File: src/rtl/crc_serial_pkg.sv
// Shared types and polynomial constants for the bit-serial CRC engine.
package crc_serial_pkg;

    typedef enum logic [1:0] {
        IDLE   = 2'd0,
        DATA   = 2'd1,
        APPEND = 2'd2
    } crc_state_t;

    localparam logic [2:0] CRC3_POLY = 3'b011;
    localparam logic [7:0] CRC8_POLY = 8'h07;

endpackage

File: src/rtl/crc_serial_engine_crc_lfsr_step.sv
// Combinational one-bit CRC update: MSB-first, no reflection, implicit x^CRC_W term.
module crc_lfsr_step
    import crc_serial_pkg::*;
#(
    parameter int               CRC_W = 3,
    parameter logic [CRC_W-1:0] POLY  = CRC_W'(CRC3_POLY)
) (
    input  logic [CRC_W-1:0] crc,
    input  logic             data_in,
    output logic [CRC_W-1:0] crc_next
);

    logic fb;

    assign fb       = data_in ^ crc[CRC_W-1];
    assign crc_next = {crc[CRC_W-2:0], 1'b0} ^ (fb ? POLY : '0);

endmodule

File: src/rtl/crc_serial_engine.sv
// Bit-serial CRC generator that appends the CRC MSB-first after each framed packet.
// Optional receive-side checker compiled in with CRC_SERIAL_CHECK_EN.
module crc_serial_engine
    import crc_serial_pkg::*;
#(
    parameter int               CRC_W = 3,
    parameter logic [CRC_W-1:0] POLY  = CRC_W'(CRC3_POLY),
    parameter logic [CRC_W-1:0] INIT  = '0
) (
    input  logic             clk,
    input  logic             rst,
    input  logic             start,
    input  logic             wr_en,
    input  logic             data_in,
    input  logic             last,
`ifdef CRC_SERIAL_CHECK_EN
    input  logic             chk,
`endif
    output logic [CRC_W-1:0] crc_word,
    output logic             ser_out,
    output logic             ser_valid,
    output logic             busy,
`ifdef CRC_SERIAL_CHECK_EN
    output logic             crc_err,
`endif
    output logic             done
);

    localparam int CNT_W = $clog2(CRC_W + 1);

    crc_state_t       state, state_nxt;
    logic [CRC_W-1:0] crc, crc_step;
    logic [CNT_W-1:0] cnt;
    logic             chk_r;
    logic             accept, last_bit, ser_end;

    // start always wins over a same-cycle data bit
    assign accept   = (state == DATA) & wr_en & ~start;
    assign last_bit = accept & last;
    assign ser_end  = (state == APPEND) & (cnt == CNT_W'(1)) & ~start;

    crc_lfsr_step #(.CRC_W(CRC_W), .POLY(POLY)) u_step (
        .crc      (crc),
        .data_in  (data_in),
        .crc_next (crc_step)
    );

    always_ff @(posedge clk or posedge rst) begin
        if (rst) state <= IDLE;
        else     state <= state_nxt;
    end

    always_comb begin
        state_nxt = state;
        if (start) begin
            state_nxt = DATA;
        end else begin
            case (state)
                DATA:    if (wr_en & last) state_nxt = chk_r ? IDLE : APPEND;
                APPEND:  if (cnt == CNT_W'(1)) state_nxt = IDLE;
                default: state_nxt = state;
            endcase
        end
    end

    always_comb begin
        ser_valid = (state == APPEND);
        busy      = (state != IDLE);
        ser_out   = ser_valid & crc[CRC_W-1];
    end

    always_ff @(posedge clk or posedge rst) begin
        if (rst) begin
            crc      <= '0;
            cnt      <= '0;
            crc_word <= '0;
            done     <= 1'b0;
        end else begin
            done <= ser_end | (last_bit & chk_r);
            if (start) begin
                crc <= INIT;
                cnt <= '0;
            end else if (accept) begin
                crc <= crc_step;
                if (last) begin
                    crc_word <= crc_step;
                    cnt      <= CNT_W'(CRC_W);
                end
            end else if (state == APPEND) begin
                // unload MSB-first, zero fill behind
                crc <= crc << 1;
                cnt <= cnt - 1'b1;
            end
        end
    end

`ifdef CRC_SERIAL_CHECK_EN
    always_ff @(posedge clk or posedge rst) begin
        if (rst) begin
            chk_r   <= 1'b0;
            crc_err <= 1'b0;
        end else if (start) begin
            chk_r   <= chk;
            crc_err <= 1'b0;
        end else if (last_bit & chk_r) begin
            crc_err <= |crc_step;
        end
    end
`else
    assign chk_r = 1'b0;
`endif

endmodule
File: config.mk
export PLATFORM = sky130hd
export DESIGN_NAME = crc_serial_engine
export DESIGN_NICKNAME = d
export VERILOG_FILES = /design/src/rtl/crc_serial_pkg.sv /design/src/rtl/crc_serial_engine_crc_lfsr_step.sv /design/src/rtl/crc_serial_engine.sv
export SDC_FILE = /design/constraint.sdc
export NUM_CORES = 1
export LEC_CHECK = 0
export ABC_CLOCK_PERIOD_IN_PS = 2300
export CELL_PAD_IN_SITES_DETAIL_PLACEMENT = 0
export CELL_PAD_IN_SITES_GLOBAL_PLACEMENT = 1
export CORE_MARGIN = 2
export CORE_UTILIZATION = 39
export CTS_BUF_LIST = sky130_fd_sc_hd__clkbuf_16
export DETAILED_ROUTE_END_ITERATION = 8
export PLACE_DENSITY = 0.79
export SLEW_MARGIN = 30
export SYNTH_ARGS = -nofsm -noshare
export SYNTH_HDL_FRONTEND = slang
export SYNTH_HIERARCHICAL = 1
export SYNTH_SLANG_ARGS = --single-unit
File: constraint.sdc
create_clock -name clk -period 2.3 [get_ports clk]
set_clock_uncertainty 0.15 [all_clocks]
set_input_delay 0.46 -clock clk [delete_from_list [all_inputs] [get_ports clk]]
set_output_delay 0.46 -clock clk [all_outputs]
set_load 0.02 [all_outputs]
==> results.cfg, run 1 <==
[floorplanning]
initial_utilization = 0.429
core_area_um2 = 1330
std_cell_rows = 13
dieWidth_um = 42.3
dieArea_um2 = 1790
die_height_um = 42.3
ioPinCount = 13

[layout]
final_area_um2 = 774
fillers = 111
fin_nets = 71
drive_gt1_frac = 0.175
antenna_cells = 0
area_delta_synth_final_pct = 35.4

[setup_path]
r2r_slack_ns = 0.78
criticalPathCategory = register to primary output
r2r_cells = 3
rr_endpoint = crc_word[1]
r2r_start = state[0]
crit_required_ns = 1.69
endpoint_kind = primary output
start_kind = register
critical_path_arrival_ns = 1.59
critical_path_peak_fanout = 6

[hold_path]
hold_path_depth = 1
whs_endpoint = cnt[0]
hp-class = register to register
hold_path.startpoint = cnt[0]

[clock_network]
cts_tree = yes
clock-root-buffer = clkbuf_16
post_cts_resized = 2
htree_levels = 1
cts_post_setup_buffers_inserted = 0
holdBufCountCts = 0
cts_buffers = 3
clk-insertion-delay-late_ns = 0.24
path_clk_slew_ns = 0.04
clk_path_buf_depth = 2
cts_sinks = 11

[global_route]
first_global_vias = 392
grt_use_total = 0.136
grt_max_degree = 12
antenna_found_initial = 0
grt-ovfl-total = 0
grt_pass1_wl_um = 1760

[sta]
min_period_over_period = 0.957
final.setup.tns_ns = 0
rsz0062_at_grt = no
worst_slew_pin_slew_ns = 0.431
hold_viol = 0
fmaxAchievable_ghz = 0.454
maxSlewHeadroom = 0.712
setup_viol = 0
layout_min_cycle_time_ns = 2.20
maxSlewViolCount = 0

[synth]
syn_inst = 50
synth_fp_nets = 57
ys_async_sr_fraction = 1.00
ys_ff_latch = 11
seq_area_frac_synth = 0.481
synth_warnings = 6
syn-cell-area_um2 = 572
synth_area_per_cell_um2 = 11.4
yosys-top-cells-area = dfrtp_1 (48%), mux2_4 (7.9%), mux2i_1 (5.3%)
yosysTopAreaCellShare = 0.481
ys.flop_type = dfrtp_1
synth-edff-count = 0
synth_cell_type_count = 24
synth_area_leader_cell = dfrtp_1

[placed_design]
dp_hpwl_um = 768
placed_area_um2 = 696
portBuffers = 12
gp_congestion = 0.793

[routing]
drtIter0Drc = 5
wl_per_cell_um = 13.6
drt-total-wl_um = 1060
routed_via_density = 4.97
drc = 0
ant_nets = 0
num_vias = 388
dr.pass1.iters = 3

[power_and_ir_drop]
power_uw = 691
leakage_uw = 0.000363
peakVddDrop_mv = 0.516
power_density_nw_per_um2 = 892

[run]
cap_viol_max_count = 0

[run_status]
outcome = finished, final reports clean
## critical path, stage by stage, from the launching register on
cell             delay, ns
dfrtp_1               0.40
and2b_2               0.32
clkdlybuf4s50_1       0.63
## routing by layer
| layer | wire, µm | vias to the layer above | part of all wire | global-route usage |
|---|---|---|---|---|
| met5 | 0 | - | 0 | 0 |
| met4 | 0 | 0 | 0 | 0.0563 |
| met3 | 48 | 0 | 0.045 | 0.0517 |
| met2 | 514 | 10 | 0.48 | 0.206 |
| met1 | 498 | 181 | 0.47 | 0.174 |
| li1 | - | 197 | - | - |
## sequential cells by signal (all words and copies together) (netlist names)
signal	count
crc_word	3
done	1
state	2
crc	3
cnt	2
## worst max-delay path by stage
stage | depth (start not counted) | endpoint | from
global route | 2 | ser_valid | state[0]
global placement | 3 | ser_out | state[0]
CTS | 2 | ser_valid | state[0]
finish | 2 | ser_valid | state[0]
floorplan | 3 | ser_out | state[0]
detailed placement | 3 | ser_out | state[0]
## kinds of logic (layout without fill, tap and decap cells)
kind of cell | count (synthesis) | count (layout) | synth area share
DFF | 11 | 11 | 0.481
AOI/OAI and AO/OA | 9 | 9 | 0.103
xor gates and xnor gates | 2 | 2 | 0.0569
muxes | 6 | 6 | 0.131
buffers and inverters | 9 | 22 | 0.0788
and+or+nand+nor | 12 | 12 | 0.127
adders and majority gates | 1 | 1 | 0.0219
## stage by stage
step / setup WS (ns) / util / hold WS [ns] / cells
2_1_floorplan: 0.624 / - / 0.162 / 50
3_3_place_gp: 0.161 / 0.522 / 0.349 / 74
3_5_place_dp: 0.170 / 0.522 / 0.350 / 74
4_1_cts: 0.101 / 0.581 / 0.356 / 78
5_1_grt: 0.0375 / 0.581 / 0.394 / 78
6_report: 0.0990 / 0.581 / 0.355 / 78
## final cells by class
class	count	area (µm²)	share of cell area
Sequential cell	11	275	0.355
Multi-Input combinational cell	30	253	0.326
Timing Repair Buffer	14	134	0.173
Clock buffer	3	75.1	0.0969
Tap cell	15	18.8	0.0242
Inverter	4	15.0	0.0194
Clock inverter	1	3.75	0.00485
## synth_stat cells (all sizes together) (2+ instances only)
cell / count
dfrtp: 11
buf: 5
inv: 4
nand2: 4
mux2: 3
mux2i: 3
o21ai: 3
o31ai: 2
## report_power, final
group          internal (µW)  switching, µW
logic                   79.5           58.8
registers                221           19.5
clock network            228           83.5
## cells in the final DEF (no fill, tap or decap)
cell and count:
a22oi_1 1, nor3b_1 1, o31ai_1 2, mux2i_1 3, o41ai_1 1, o21ai_0 3, or2_2 1, xor2_1 1
dfrtp_1 11, and2_1 1, clkbuf_16 3, mux2_4 3, nand2b_1 1, inv_1 5, nand3_1 1, xor3_1 1
dlygate4sd2_1 1, ha_1 1, and4bb_2 1, clkdlybuf4s50_1 11, buf_4 2, a21oi_1 1, nand2_1 4, and2b_2 1
or3_1 1, o21bai_1 1
Power figures use the tool's default switching activity.
==> inputs of run 2 (changes only) <==
--- a/config.mk
+++ b/config.mk
@@ -13,6 +13,7 @@
 export CTS_BUF_LIST = sky130_fd_sc_hd__clkbuf_16
 export DETAILED_ROUTE_END_ITERATION = 8
 export PLACE_DENSITY = 0.79
+export REMOVE_ABC_BUFFERS = 1
 export SLEW_MARGIN = 30
 export SYNTH_ARGS = -nofsm -noshare
 export SYNTH_HDL_FRONTEND = slang
==> run 2 against run 1 <==
Via count rose by 3.1%. Routed wire length fell by 2.4%. Critical path depth rose by 1. Sequential power barely moved. Largest cell class unchanged. Register-to-register slack barely moved. Global-route usage rose by 0.24 points. Clock power barely moved. Final area rose by 1.3%. Sequential cell count did not move. Core utilization rose by 0.75 points. Final cell count rose by 1.3%. Hold slack improved by 0.015 ns.
==> results.cfg, run 2 (synthesis results as in run 1) <==
[layout]
area_delta_synth_final_pct = 37.2
drive_gt1_frac = 0.172
final_cell_mix = dfrtp_1 (11), clkdlybuf4s50_1 (11), inv_1 (5)
fin_nets = 72
reg.largest.list = crc x3, crc_word x3
antenna_cells = 0
fin_cells = 79

[routing]
drt-total-wl_um = 1040
num_vias = 400
wl_per_cell_um = 13.1
dr.pass1.iters = 2
drc = 0
ant_nets = 0
drtIter0Drc = 3
routed_via_density = 5.06

[clock_network]
cts_post_setup_buffers_inserted = 0
clock-root-buffer = clkbuf_16
htree_levels = 1
cts_buffers = 3
holdBufCountCts = 0
cts_tree = yes
post_cts_resized = 0
clk-insertion-delay-late_ns = 0.23
path_clk_slew_ns = 0.04
cts_sinks = 11
clk_path_buf_depth = 2

[setup_path]
critical_path_arrival_ns = 1.61
crit_required_ns = 1.69
endpoint_kind = primary output
r2r_cells = 3
start_kind = register
critical_path_peak_fanout = 6
criticalPathCategory = register to primary output

[global_route]
first_global_vias = 405
grt_max_degree = 12
grt-ovfl-total = 0
grt_pass1_wl_um = 1810
grt_use_total = 0.139
antenna_found_initial = 0

[floorplanning]
die_height_um = 42.3
dieArea_um2 = 1790
core_area_um2 = 1330
initial_utilization = 0.429
dieWidth_um = 42.3
ioPinCount = 13
std_cell_rows = 13

[power_and_ir_drop]
power_density_nw_per_um2 = 877
peakVddDrop_mv = 0.595
p_int_uw = 529
p_clk_frac = 0.448
swShare = 0.231
p_sw_uw = 159
leakage_uw = 0.000382
p_seq_frac = 0.351
p_comb_frac = 0.201

[sta]
min_period_over_period = 0.963
maxSlewViolCount = 0
maxSlewHeadroom = 0.725
worst_slack_ns = 0.0842
worst_slew_pin_slew_ns = 0.413
hold_viol = 0
layout_min_cycle_time_ns = 2.22
setup_viol = 0
rsz0062_at_grt = no
fmaxAchievable_ghz = 0.451
final.setup.tns_ns = 0

[placed_design]
gp_congestion = 0.639
portBuffers = 12
dpl.cell_count = 75
post-place-ws_ns = 0.211
dp_hpwl_um = 772

[run]
cap_viol_max_count = 0

[run_status]
outcome = finished, final reports clean

[hold_path]
hp-class = input pin to async pin
run 2: final timing paths:
check                             from          end  slack (ns)
setup / recovery              state[0]      ser_out        0.08
hold / removal                     rst  crc_word[2]        0.37
setup reg to reg              state[0]  crc_word[1]        0.78
hold reg to reg            crc_word[0]  crc_word[0]        0.37
max in group asynchronous          rst         done        1.34
min in group clk           crc_word[0]  crc_word[0]        0.37
run 2: power groups by stage:
stage | Combinational, µW | Clock [µW] | Sequential (µW)
2_1_floorplan | 60.8 | 0 | 260
3_3_place_gp | 138 | 0 | 243
3_5_place_dp | 140 | 0 | 245
4_1_cts | 141 | 313 | 242
5_1_grt | 149 | 331 | 246
6_report | 138 | 308 | 242
run 2: worst max-delay path: stages, from the launching register on:
cell and delay [ns]:
dfrtp_1 0.40, and2b_1 0.25, and2_1 0.13, clkdlybuf4s50_1 0.59
run 2: routing by layer:
metal  wire, µm  part of all wire  global-route usage
met5          0                 0                   0
met4          0                 0              0.0563
met3         62             0.060              0.0431
met2        491              0.47               0.222
met1        484              0.47               0.173
run 2: stage by stage:
stage                     hold WS, ns  instance area, µm²  power (µW)  utilization
final                           0.371                 785         688        0.588
after global routing            0.396                 785         726        0.588
after CTS                       0.379                 782         696        0.586
after detailed placement        0.369                 703         385        0.527
after global placement          0.350                 703         381        0.527
after floorplan                 0.162                 542         320            -
run 2: cell type report:
type / instances / area, µm²
fillers: 109 / 549
clock buffers: 3 / 75.1
multi-input cells: 30 / 251
inverters: 4 / 15.0
clock inverters: 1 / 3.75
well taps: 15 / 18.8
repair buffers: 15 / 145
flip-flops and latches: 11 / 275
==> inputs of run 3 (changes only) <==
--- a/config.mk
+++ b/config.mk
@@ -12,8 +12,11 @@
 export CORE_UTILIZATION = 39
 export CTS_BUF_LIST = sky130_fd_sc_hd__clkbuf_16
 export DETAILED_ROUTE_END_ITERATION = 8
+export GPL_ROUTABILITY_DRIVEN = 1
+export HOLD_SLACK_MARGIN = 0.15
 export PLACE_DENSITY = 0.79
 export REMOVE_ABC_BUFFERS = 1
+export SKIP_LAST_GASP = 1
 export SLEW_MARGIN = 30
 export SYNTH_ARGS = -nofsm -noshare
 export SYNTH_HDL_FRONTEND = slang
==> results of run 3 <==
No change in the layout: final DEF, timing and power equal those of run 2.
